## config.mk

```make
export PLATFORM = sky130hd
export DESIGN_NAME = pixel_out_serializer
export DESIGN_NICKNAME = d
export VERILOG_FILES = /design/src/rtl/pixel_out_serializer_pkg.sv /design/src/rtl/pixel_out_serializer_pixel_fifo.sv /design/src/rtl/pixel_out_serializer.sv
export SDC_FILE = /design/constraint.sdc
export NUM_CORES = 1
export LEC_CHECK = 0
export ABC_AREA = 1
export CELL_PAD_IN_SITES_DETAIL_PLACEMENT = 1
export CELL_PAD_IN_SITES_GLOBAL_PLACEMENT = 1
export CORE_MARGIN = 1
export CORE_UTILIZATION = 28
export CTS_CLUSTER_DIAMETER = 60
export DETAILED_ROUTE_END_ITERATION = 10
export PLACE_DENSITY = 0.6
export SETUP_SLACK_MARGIN = 0.02
export SLEW_MARGIN = 20
export SYNTH_ARGS = -nofsm -noshare
export SYNTH_HDL_FRONTEND = slang
export SYNTH_SLANG_ARGS = --single-unit
```

## constraint.sdc

```tcl
create_clock -name clk_i -period 2.9 [get_ports clk_i]
set_clock_uncertainty 0.2 [all_clocks]
set_input_delay 0.58 -clock clk_i [delete_from_list [all_inputs] [get_ports clk_i]]
set_output_delay 0.58 -clock clk_i [all_outputs]
set_load 0.005 [all_outputs]
```

## src/rtl/pixel_out_serializer_pkg.sv

```systemverilog
// Shared types and widths for the pixel output serializer.
// Holds the FIFO entry layout, FSM states and the shift-register load helper.
package pixel_out_serializer_pkg;

  localparam int MAX_PIXEL_BITS  = 24;
  localparam int PIXEL_WIDTH_OUT = 8;

  typedef struct packed {
    logic                      wide;
    logic [MAX_PIXEL_BITS-1:0] px;
  } fifo_entry_t;

  typedef enum logic {
    IDLE = 1'b0,
    SEND = 1'b1
  } ser_state_t;

  // Narrow pixels are left-aligned so the first byte out is always sh[23:16].
  function automatic logic [MAX_PIXEL_BITS-1:0] load_shift(input fifo_entry_t e);
    if (e.wide)
      return e.px;
    else
      return {e.px[PIXEL_WIDTH_OUT-1:0], {(MAX_PIXEL_BITS-PIXEL_WIDTH_OUT){1'b0}}};
  endfunction

endpackage

```

## src/rtl/pixel_out_serializer_pixel_fifo.sv

```systemverilog
// Synchronous pixel FIFO with registered count; data written this cycle is
// visible at the head no earlier than the next cycle.
module pixel_fifo
  import pixel_out_serializer_pkg::*;
#(
  parameter int DEPTH = 4
) (
  input  logic                         clk_i,
  input  logic                         reset_i,
  input  logic                         push,
  input  fifo_entry_t                  wdata,
  input  logic                         pop,
  output fifo_entry_t                  rdata,
  output logic [$clog2(DEPTH+1)-1:0]   count,
  output logic                         full,
  output logic                         empty
);

  localparam int PW = $clog2(DEPTH);
  localparam int CW = $clog2(DEPTH+1);
  localparam logic [CW-1:0] DEPTH_C = CW'(DEPTH);

  fifo_entry_t     mem [DEPTH];
  logic [PW-1:0]   wr_ptr;
  logic [PW-1:0]   rd_ptr;
  logic            do_push;
  logic            do_pop;

  // A push against a full FIFO is dropped even if a pop frees a slot this cycle.
  assign full    = (count == DEPTH_C);
  assign empty   = (count == '0);
  assign do_push = push && !full;
  assign do_pop  = pop && !empty;
  assign rdata   = mem[rd_ptr];

  always_ff @(posedge clk_i) begin
    if (do_push) mem[wr_ptr] <= wdata;
  end

  always_ff @(posedge clk_i) begin
    if (reset_i) begin
      wr_ptr <= '0;
      rd_ptr <= '0;
      count  <= '0;
    end else begin
      if (do_push) wr_ptr <= wr_ptr + 1'b1;
      if (do_pop)  rd_ptr <= rd_ptr + 1'b1;
      case ({do_push, do_pop})
        2'b10:   count <= count + 1'b1;
        2'b01:   count <= count - 1'b1;
        default: count <= count;
      endcase
    end
  end

endmodule

```

## src/rtl/pixel_out_serializer.sv

```systemverilog
// Buffers filter pixels and streams them as bytes: narrow pixels give one byte,
// wide (RGB) pixels give three bytes in R,G,B order.
module pixel_out_serializer
  import pixel_out_serializer_pkg::*;
#(
  parameter int FIFO_DEPTH = 4
) (
  input  logic                              clk_i,
  input  logic                              reset_i,
  input  logic [MAX_PIXEL_BITS-1:0]         px_i,
  input  logic                              px_rdy_i,
  input  logic                              wide_i,
  output logic [PIXEL_WIDTH_OUT-1:0]        byte_o,
  output logic                              byte_valid_o,
  input  logic                              byte_ready_i,
  input  logic                              clr_ovf_i,
  output logic                              overflow_o,
  output logic [$clog2(FIFO_DEPTH+1)-1:0]   fifo_count_o,
  output logic                              busy_o,
  output ser_state_t                        dbg_state
);

  // Byte port: a byte moves when byte_valid_o && byte_ready_i at a rising edge;
  // once raised, byte_valid_o and byte_o stay put until that transfer happens.

  ser_state_t                 state;
  ser_state_t                 state_nxt;
  logic [MAX_PIXEL_BITS-1:0]  sh;
  logic [1:0]                 bcnt;
  logic                       load;
  logic                       shift;
  logic                       hs;
  fifo_entry_t                fifo_wdata;
  fifo_entry_t                fifo_rdata;
  logic                       fifo_full;
  logic                       fifo_empty;

  assign fifo_wdata = '{wide: wide_i, px: px_i};
  assign hs         = byte_valid_o && byte_ready_i;

  pixel_fifo #(
    .DEPTH (FIFO_DEPTH)
  ) u_fifo (
    .clk_i   (clk_i),
    .reset_i (reset_i),
    .push    (px_rdy_i),
    .wdata   (fifo_wdata),
    .pop     (load),
    .rdata   (fifo_rdata),
    .count   (fifo_count_o),
    .full    (fifo_full),
    .empty   (fifo_empty)
  );

  always_ff @(posedge clk_i) begin
    if (reset_i) state <= IDLE;
    else         state <= state_nxt;
  end

  // Loading the next entry straight from SEND keeps narrow pixels gap-free.
  always_comb begin
    state_nxt = state;
    load      = 1'b0;
    shift     = 1'b0;
    case (state)
      IDLE: begin
        if (!fifo_empty) begin
          load      = 1'b1;
          state_nxt = SEND;
        end
      end
      SEND: begin
        if (hs) begin
          if (bcnt != 2'd0)     shift     = 1'b1;
          else if (!fifo_empty) load      = 1'b1;
          else                  state_nxt = IDLE;
        end
      end
      default: state_nxt = IDLE;
    endcase
  end

  always_comb begin
    byte_o       = sh[MAX_PIXEL_BITS-1 -: PIXEL_WIDTH_OUT];
    byte_valid_o = (state == SEND);
    busy_o       = (fifo_count_o != '0) || (state == SEND);
    dbg_state    = state;
  end

  always_ff @(posedge clk_i) begin
    if (reset_i) begin
      sh   <= '0;
      bcnt <= '0;
    end else if (load) begin
      sh   <= load_shift(fifo_rdata);
      bcnt <= fifo_rdata.wide ? 2'd2 : 2'd0;
    end else if (shift) begin
      sh   <= sh << PIXEL_WIDTH_OUT;
      bcnt <= bcnt - 2'd1;
    end
  end

  // A drop in the same cycle as a clear leaves the flag set.
  always_ff @(posedge clk_i) begin
    if (reset_i)                      overflow_o <= 1'b0;
    else if (px_rdy_i && fifo_full)   overflow_o <= 1'b1;
    else if (clr_ovf_i)               overflow_o <= 1'b0;
  end

endmodule
```

; ---- After elaboration in Yosys (flattened, before gate mapping)
; Memories as Yosys holds them, arrays and structs flattened. A register that Yosys moved wholly into a read port is not among the register bits.
; Index checks and enable logic that the tools add are counted.
[totals]
in_bits = 30
ram_bits = 100
memories = 1
register_bits = 35
out_inout_bits = 15
[classes]
add_sub_neg = 5
eq_ne = 3
reduce_logical = 13
bitwise = 1
n_mux = 23
[mem_list]
columns = memory, depth, width, rd, rd_clocked_by_memory_dff, wr, line
row1 = u_fifo.mem, 4, 25, 1, 1, 1, pixel_out_serializer_pixel_fifo.sv:23  ; fifo_entry_t mem [DEPTH];
[op_table]
columns = operator, n
row1 = 24-bit two-way mux, 3
row2 = 1-bit two-way mux, 12
row3 = 2-bit two-way mux, 5
row4 = 2-bit nonzero test, 4
row5 = 3-bit case mux with 2 select lines, 1
row6 = "2-bit by 1-bit adder with 2-bit output, second input constant", 2
row7 = 1-bit logical AND, 4
row8 = 1-bit case mux with 2 select lines, 2
row9 = "3-bit by 1-bit adder with 3-bit output, second input constant", 1
row10 = "3-bit equality test, second input constant", 1
row11 = 3-bit logical NOT, 1
row12 = 3-bit nonzero test, 1
row13 = "3-bit by 1-bit subtractor with 3-bit output, second input constant", 1
row14 = "2-bit by 1-bit equality test with 1-bit output, second input constant", 1
row15 = "2-bit equality test, second input constant", 1
row16 = 1-bit logical NOT, 2
row17 = "2-bit by 1-bit subtractor with 2-bit output, second input constant", 1
row18 = 1-bit logical OR, 1
row19 = 1-bit NOT, 1

; ---- Depth between registers and ports, before layout
; Gate-level depths: netlist of run 1.
[logic_depth]
word_depth = 8
ltp_mapped = 15
mapped_depth_nobuf = 13

; ---- Hierarchy
; From an unflattened synthesis of run 1, not the netlist that was laid out.
[hier_totals]
hier_cells = 565
hier_area_um2 = 6004.5
[by_module_without_submodules]
columns = mod, n_inst, seq_area_each_um2, cells_each, area_per_inst_um2
row1 = pixel_fifo, 1, 3183.1, 312, 4299.1
row2 = pixel_out_serializer, 1, 560.5, 253, 1705.4

; ---- Worst setup path after synthesis of run 1
; OpenSTA, ideal clock, no wires.
[synth_timing]
path_type = input-to-reg
startpoint = input port px_rdy_i
endpoint = memory u_fifo.mem[0][0] (netlist name), enable pin
stages = 4
path_buffers = 0
setup_slack_ps = 280
setup_time_ps = 407
t_required_ps = 2293
arrival_ps = 2013
path_cell_list = inv_1 a31oi_1 inv_1 nor2_1
[synth_via]
elab_chain_len = 3
[synth_rtl]
columns = item, line
row1 = "start, declared", pixel_out_serializer.sv:11  ; input logic px_rdy_i,
row2 = 1-bit logical AND, pixel_out_serializer_pixel_fifo.sv:32  ; assign do_push = push && !full;
row3 = 1-bit two-way mux, pixel_out_serializer_pixel_fifo.sv:37  ; if (do_push) mem[wr_ptr] <= wdata;
row4 = 1-bit two-way mux (not written as such), pixel_out_serializer_pixel_fifo.sv:37
row5 = "end, declared", pixel_out_serializer_pixel_fifo.sv:23
; Every way passes these cells.

; ---- Worst setup path after layout of run 1
[layout_timing]
startpoint = register u_fifo.count[1]
endpoint = output port busy_o
[layout_via]
elab_chain_len = 2
[layout_rtl]
columns = item, line
row1 = "start, declared", pixel_out_serializer_pixel_fifo.sv:14  ; output logic [$clog2(DEPTH+1)-1:0] count,
row2 = "start signal, assigned", pixel_out_serializer_pixel_fifo.sv:49  ; 2'b10: count <= count + 1'b1;
row3 = "start signal, assigned", pixel_out_serializer_pixel_fifo.sv:50  ; 2'b01: count <= count - 1'b1;
row4 = "start signal, assigned", pixel_out_serializer_pixel_fifo.sv:51  ; default: count <= count;
row5 = 3-bit nonzero test, pixel_out_serializer.sv:86  ; busy_o = (fifo_count_o != '0) || (state == SEND);
row6 = 1-bit logical OR, pixel_out_serializer.sv:86
row7 = "end, declared", pixel_out_serializer.sv:19  ; output logic busy_o,
; Every way passes these cells.

==> results.ini, run 1 <==
[sta]
fin_crit_sh=0.874
slew_headroom=0.564
slew_viol_final=0
worstMarginPinSlew_ns=0.653
hold_viol_final=0
hold_ws_ns=0.264
min_period_ns=2.53
max_freq_mhz=395
setup_violations=0
tns_ns=0
rsz0062_at_grt=no

[route]
drt-vias-per-instance=4.50
wire_per_inst_um=15.6
wl_mm=14.2
drt_pass1_iterations=4
drc_errors=0
ant_nets=0
drtIter0Drc=226
via_count=4088

[clocking]
clockRootBuffer=clkbuf_16
cts_tree=built
clock_path_buffers=2
numCtsBuffers=17
ctsResizeCount=0
post_cts_buffers=0
path_clk_slew_ns=0.06
cts_max_level=4
clk_latency_ns=0.42
cts_hold_buffers=0
cts.sink_count=137

[synth]
avgSynthCellArea_um2=10.1
synth_area_leaders=edfxtp_1 51%, dfxtp_1 13%, nand2_1 9.6%
synth_fp_nets=621
synth_cell_type_count=32
synth_edf_count=100
yosys_warnings=0
synth-seq-cells=137
synth.most_common_cell=nand2_1
synth_common_cells=150 x nand2_1, 100 x edfxtp_1, 81 x inv_1
yosysTopAreaCellShare=0.512
synthCells=584
synth_ff_type=edfxtp_1
yosysSeqAreaShare=0.638
syn-cell-area_mm2=0.00587
synth_largest_area_cell=edfxtp_1
async_reset_ff_frac=0

[critical_path]
crit_type=reg2out
crit_fanout=4
cp-end-kind=output port
cp-start-kind=flip-flop
cp_data_arrival_time_ns=1.75
crit_required_ns=2.12

[floorplanning]
die_w_um=147
coreArea_mm2=0.0204
fp-row-count=52
die_area_mm2=0.0215
initial_core_util=0.288
fp.dieH_um=147
boundaryPins=45

[place]
placed_area_mm2=0.00655
hpwl_mm=8.97
portBuffers=44
gp_congestion=0.775

[global_route]
grt_max_degree=33
grt_pass1_vias=4194
antenna_found_initial=0
gr-total-overflow=0
track_usage=0.140
grt_pass1_wl_mm=22.6

[layout]
area_growth_pct=22.5
stdcell_area_mm2=0.00719
diodes=0
nets=663
layout-drive-gt1-share=0.0970
fillers=2292

[pwr]
leakagePower_nw=2.87
power_density_mw_per_mm2=997
ir_worst_vdd_uv=358

[status]
outcome=completed

[min_path]
min_path_type=reg2reg

[run]
maxCapViolations=0

[worst paths after layout]
check / slack (ns) / startpoint / cells past startpoint / end
min: 0.26 / sh[3]$_SDFFE_PP0P_ / 2 / sh[3]$_SDFFE_PP0P_
max reg2reg: 0.70 / bcnt[0]$_SDFFE_PP0P_ / 13 / u_fifo.count[2]$_SDFFE_PP0P_
min reg2reg: 0.26 / sh[3]$_SDFFE_PP0P_ / 2 / sh[3]$_SDFFE_PP0P_
max: 0.37 / u_fifo.count[1]$_SDFFE_PP0P_ / 4 / busy_o
[metrics by stage]
| step | instances | util | setup slack (ns) | power (mW) |
|---|---|---|---|---|
| 2_1_floorplan | 584 | - | 0.280 | 4.22 |
| 6_report | 909 | 0.353 | 0.365 | 7.17 |
| 5_1_grt | 909 | 0.353 | 0.295 | 7.62 |
| 3_3_place_gp | 877 | 0.322 | 0.184 | 4.84 |
| 3_5_place_dp | 877 | 0.322 | 0.188 | 4.91 |
| 4_1_cts | 909 | 0.353 | 0.334 | 7.27 |
[cell families (layout without fill, tap and decap cells)]
logic type	Yosys count	count (layout)	share of synthesized area
compound gates	97	97	0.0853
simple gates	223	223	0.162
fa+ha+maj	7	7	0.0162
flops	137	137	0.638
buf+inv	120	175	0.0991
[where the power goes]
part,leakage (nW),internal (mW),switching (mW)
Clock,0.303,1.52,0.803
Sequential,1.22,2.42,0.139
Combinational,1.35,0.776,1.51
Total,2.87,4.72,2.45
[routing by layer]
layer  vias to the layer above  share of wire  global-route usage
li1                       1989              -                   -
met1                      2024           0.45               0.170
met2                        55           0.50               0.240
met3                        20          0.038              0.0314
met4                         0          0.015              0.0583
met5                         -              0                   0
[registers in the layout (all words and copies together), names as in the netlist, named ones only]
name           flops
overflow_o         1
bcnt               2
u_fifo.wr_ptr      2
u_fifo.rd_ptr      2
u_fifo.count       3
u_fifo.mem       100
sh                24
byte_valid_o       1
[critical path, cell delays in order (launching register included)]
cell             delay, ns
dfxtp_1               0.32
inv_1                 0.15
nand3_2               0.13
or2_2                 0.28
clkdlybuf4s50_1       0.44
[cells in the final DEF (no fill, tap or decap), types with 2 or more instances in the layout]
cell type,n
nand2_1,150
edfxtp_1,100
inv_1,81
o21ai_0,54
clkdlybuf4s50_1,44
dfxtp_1,37
a21oi_1,33
nand3_1,33
nor2_1,22
clkbuf_16,17
buf_4,9
o22ai_1,8
ha_1,6
nor2_2,5
bufinv_16,5
clkinv_2,4
buf_12,4
inv_2,3
nand3_2,3
clkinvlp_4,3
nand2_4,2
clkbuf_1,2
[cell type report]
type | instances | area, um2 | share of cell area
flip-flops and latches | 137 | 3740 | 0.521
multi-input cells | 327 | 1550 | 0.216
repair buffers | 57 | 588 | 0.0818
clock buffers | 19 | 433 | 0.0602
well taps | 270 | 338 | 0.0470
inverters | 86 | 330 | 0.0460
clock inverters | 13 | 201 | 0.0280
Power figures use the tool's default switching activity.
==> run 2: changes to the inputs <==
--- a/config.mk
+++ b/config.mk
@@ -6,6 +6,7 @@
 export NUM_CORES = 1
 export LEC_CHECK = 0
 export ABC_AREA = 1
+export CAP_MARGIN = 25
 export CELL_PAD_IN_SITES_DETAIL_PLACEMENT = 1
 export CELL_PAD_IN_SITES_GLOBAL_PLACEMENT = 1
 export CORE_MARGIN = 1
==> results of run 2 <==
The final DEF is identical to that of run 1; final timing and power are the same.
==> run 3: changes to the inputs <==
--- a/config.mk
+++ b/config.mk
@@ -13,7 +13,7 @@
 export CORE_UTILIZATION = 28
 export CTS_CLUSTER_DIAMETER = 60
 export DETAILED_ROUTE_END_ITERATION = 10
-export PLACE_DENSITY = 0.6
+export PLACE_DENSITY_LB_ADDON = 0.1
 export SETUP_SLACK_MARGIN = 0.02
 export SLEW_MARGIN = 20
 export SYNTH_ARGS = -nofsm -noshare
==> run 3 against run 2 <==
Flip-flop and latch count unchanged. Non-clock buffer count up 5. Final cell count up 0.55%. Register-to-register slack about the same. Design area down 0.50%. Maximum frequency down 0.49%. Setup slack worse by 0.012 ns. Combinational power about the same. Via count down 1.8%. First-iteration DRC count down 16%. Clock power down 12%. Highest routed layer unchanged.
==> results.ini, run 3 (synthesis gave the netlist of run 1 again) <==
[sta]
setup_violations=0
rsz0062_at_grt=no
hold_viol_final=0
fin_crit_sh=0.878
min_period_ns=2.55
max_freq_mhz=393
worstMarginPinSlew_ns=0.624
tns_ns=0
slew_headroom=0.583
slew_viol_final=0

[floorplanning]
initial_core_util=0.288
coreArea_mm2=0.0204
fp.dieH_um=147
fp-row-count=52
boundaryPins=45
die_w_um=147
die_area_mm2=0.0215

[critical_path]
crit_required_ns=2.12
crit_type=reg2out
max_stage_delay_ns=0.44
crit_fanout=4
cp_data_arrival_time_ns=1.77
cp-start-kind=flip-flop
cpMaxStageDelayCell=clkdlybuf4s50_1
crit_chain=inv_1 > nand3_2 > or2_2 > clkdlybuf4s50_1
critical_path_buf_inv_count=2
cp-end-kind=output port
critPathTopFamily=buffers and inverters

[layout]
finalNonFillerCells=914
stdcell_area_mm2=0.00715
area_growth_pct=21.9
top_register=u_fifo.mem
final_cell_mix=150 x nand2_1, 100 x edfxtp_1, 81 x inv_1
top_regs=u_fifo.mem x100, sh x24, u_fifo.count x3
final_common_cell=nand2_1
layout-drive-gt1-share=0.104
diodes=0
largest_register_ffs=100
nets=668
fillers=2281

[global_route]
grt_pass1_wl_mm=23.2
grt_pass1_vias=4265
track_usage=0.144
grt_max_degree=34
gr-total-overflow=0
antenna_found_initial=0

[place]
dp_cells=882
gp_congestion=0.692
portBuffers=44
placed_area_mm2=0.00659
hpwl_mm=9.73

[min_path]
min_path_type=reg2reg

[pwr]
power_density_mw_per_mm2=969
ir_worst_vdd_uv=415
power_mw=6.93
leakagePower_nw=2.88

[clocking]
clock_path_buffers=2
clockRootBuffer=clkbuf_16
cts_hold_buffers=0
clk_latency_ns=0.42
cts.sink_count=137
numCtsBuffers=17
path_clk_slew_ns=0.06
ctsResizeCount=0
post_cts_buffers=0
cts_max_level=4
cts_tree=built

[route]
wire_per_inst_um=15.7
wl_mm=14.4
drt_pass1_iterations=6
drc_errors=0
drt-vias-per-instance=4.39
ant_nets=0
drtIter0Drc=190
via_count=4013

[status]
outcome=completed

[run]
maxCapViolations=0

run 3: cell types whose count changed in the layout (fill, tap and decap cells not counted), sizes merged:
| cell | previous run | this run |
|---|---|---|
| inv | 86 | 89 |
| clkbuf | 19 | 24 |
| bufinv | 5 | 1 |
| buf | 13 | 18 |
| clkinvlp | 3 | 0 |
| clkinv | 5 | 4 |
run 3: path summary, 6_finish.rpt:
check	startpoint	endpoint	slack, ns	cells past startpoint
setup / recovery	u_fifo.count[1]$_SDFFE_PP0P_	busy_o	0.35	4
hold / removal	sh[7]$_SDFFE_PP0P_	sh[7]$_SDFFE_PP0P_	0.26	2
setup reg to reg	bcnt[0]$_SDFFE_PP0P_	u_fifo.count[2]$_SDFFE_PP0P_	0.71	13
hold reg to reg	sh[7]$_SDFFE_PP0P_	sh[7]$_SDFFE_PP0P_	0.26	2
run 3: through the flow:
step	setup WS [ns]	hold slack, ns	util
final	0.353	0.265	0.351
after CTS	0.312	0.265	0.351
after floorplan	0.280	0.235	-
after global placement	0.163	0.254	0.324
after detailed placement	0.172	0.257	0.324
after global routing	0.253	0.287	0.351
run 3: final cells by class:
cell class,instances,area [um2],area share
clock buffer,24,490,0.0686
sequential,137,3740,0.524
multi-input combinational,327,1550,0.217
timing repair buffer,62,626,0.0875
inverter,86,330,0.0462
tap,270,338,0.0472
clock inverter,8,68.8,0.00962
run 3: per-layer routing:
| layer | up-vias | share of wire | global-route usage |
|---|---|---|---|
| li1 | 1994 | - | - |
| met1 | 1963 | 0.47 | 0.179 |
| met2 | 43 | 0.49 | 0.246 |
| met3 | 13 | 0.018 | 0.0270 |
| met4 | 0 | 0.014 | 0.0547 |
| met5 | - | 0 | 0 |
run 3: report_power, final:
group	internal (mW)	switching (mW)	total, mW
Clock	1.27	0.787	2.05
Sequential	2.42	0.148	2.57
Combinational	0.791	1.52	2.31
run 3: tightest hold or removal path, cell delays in order (launching register included):
cell and delay [ns]:
dfxtp_1 0.30, nand2_1 0.06, a21oi_1 0.05
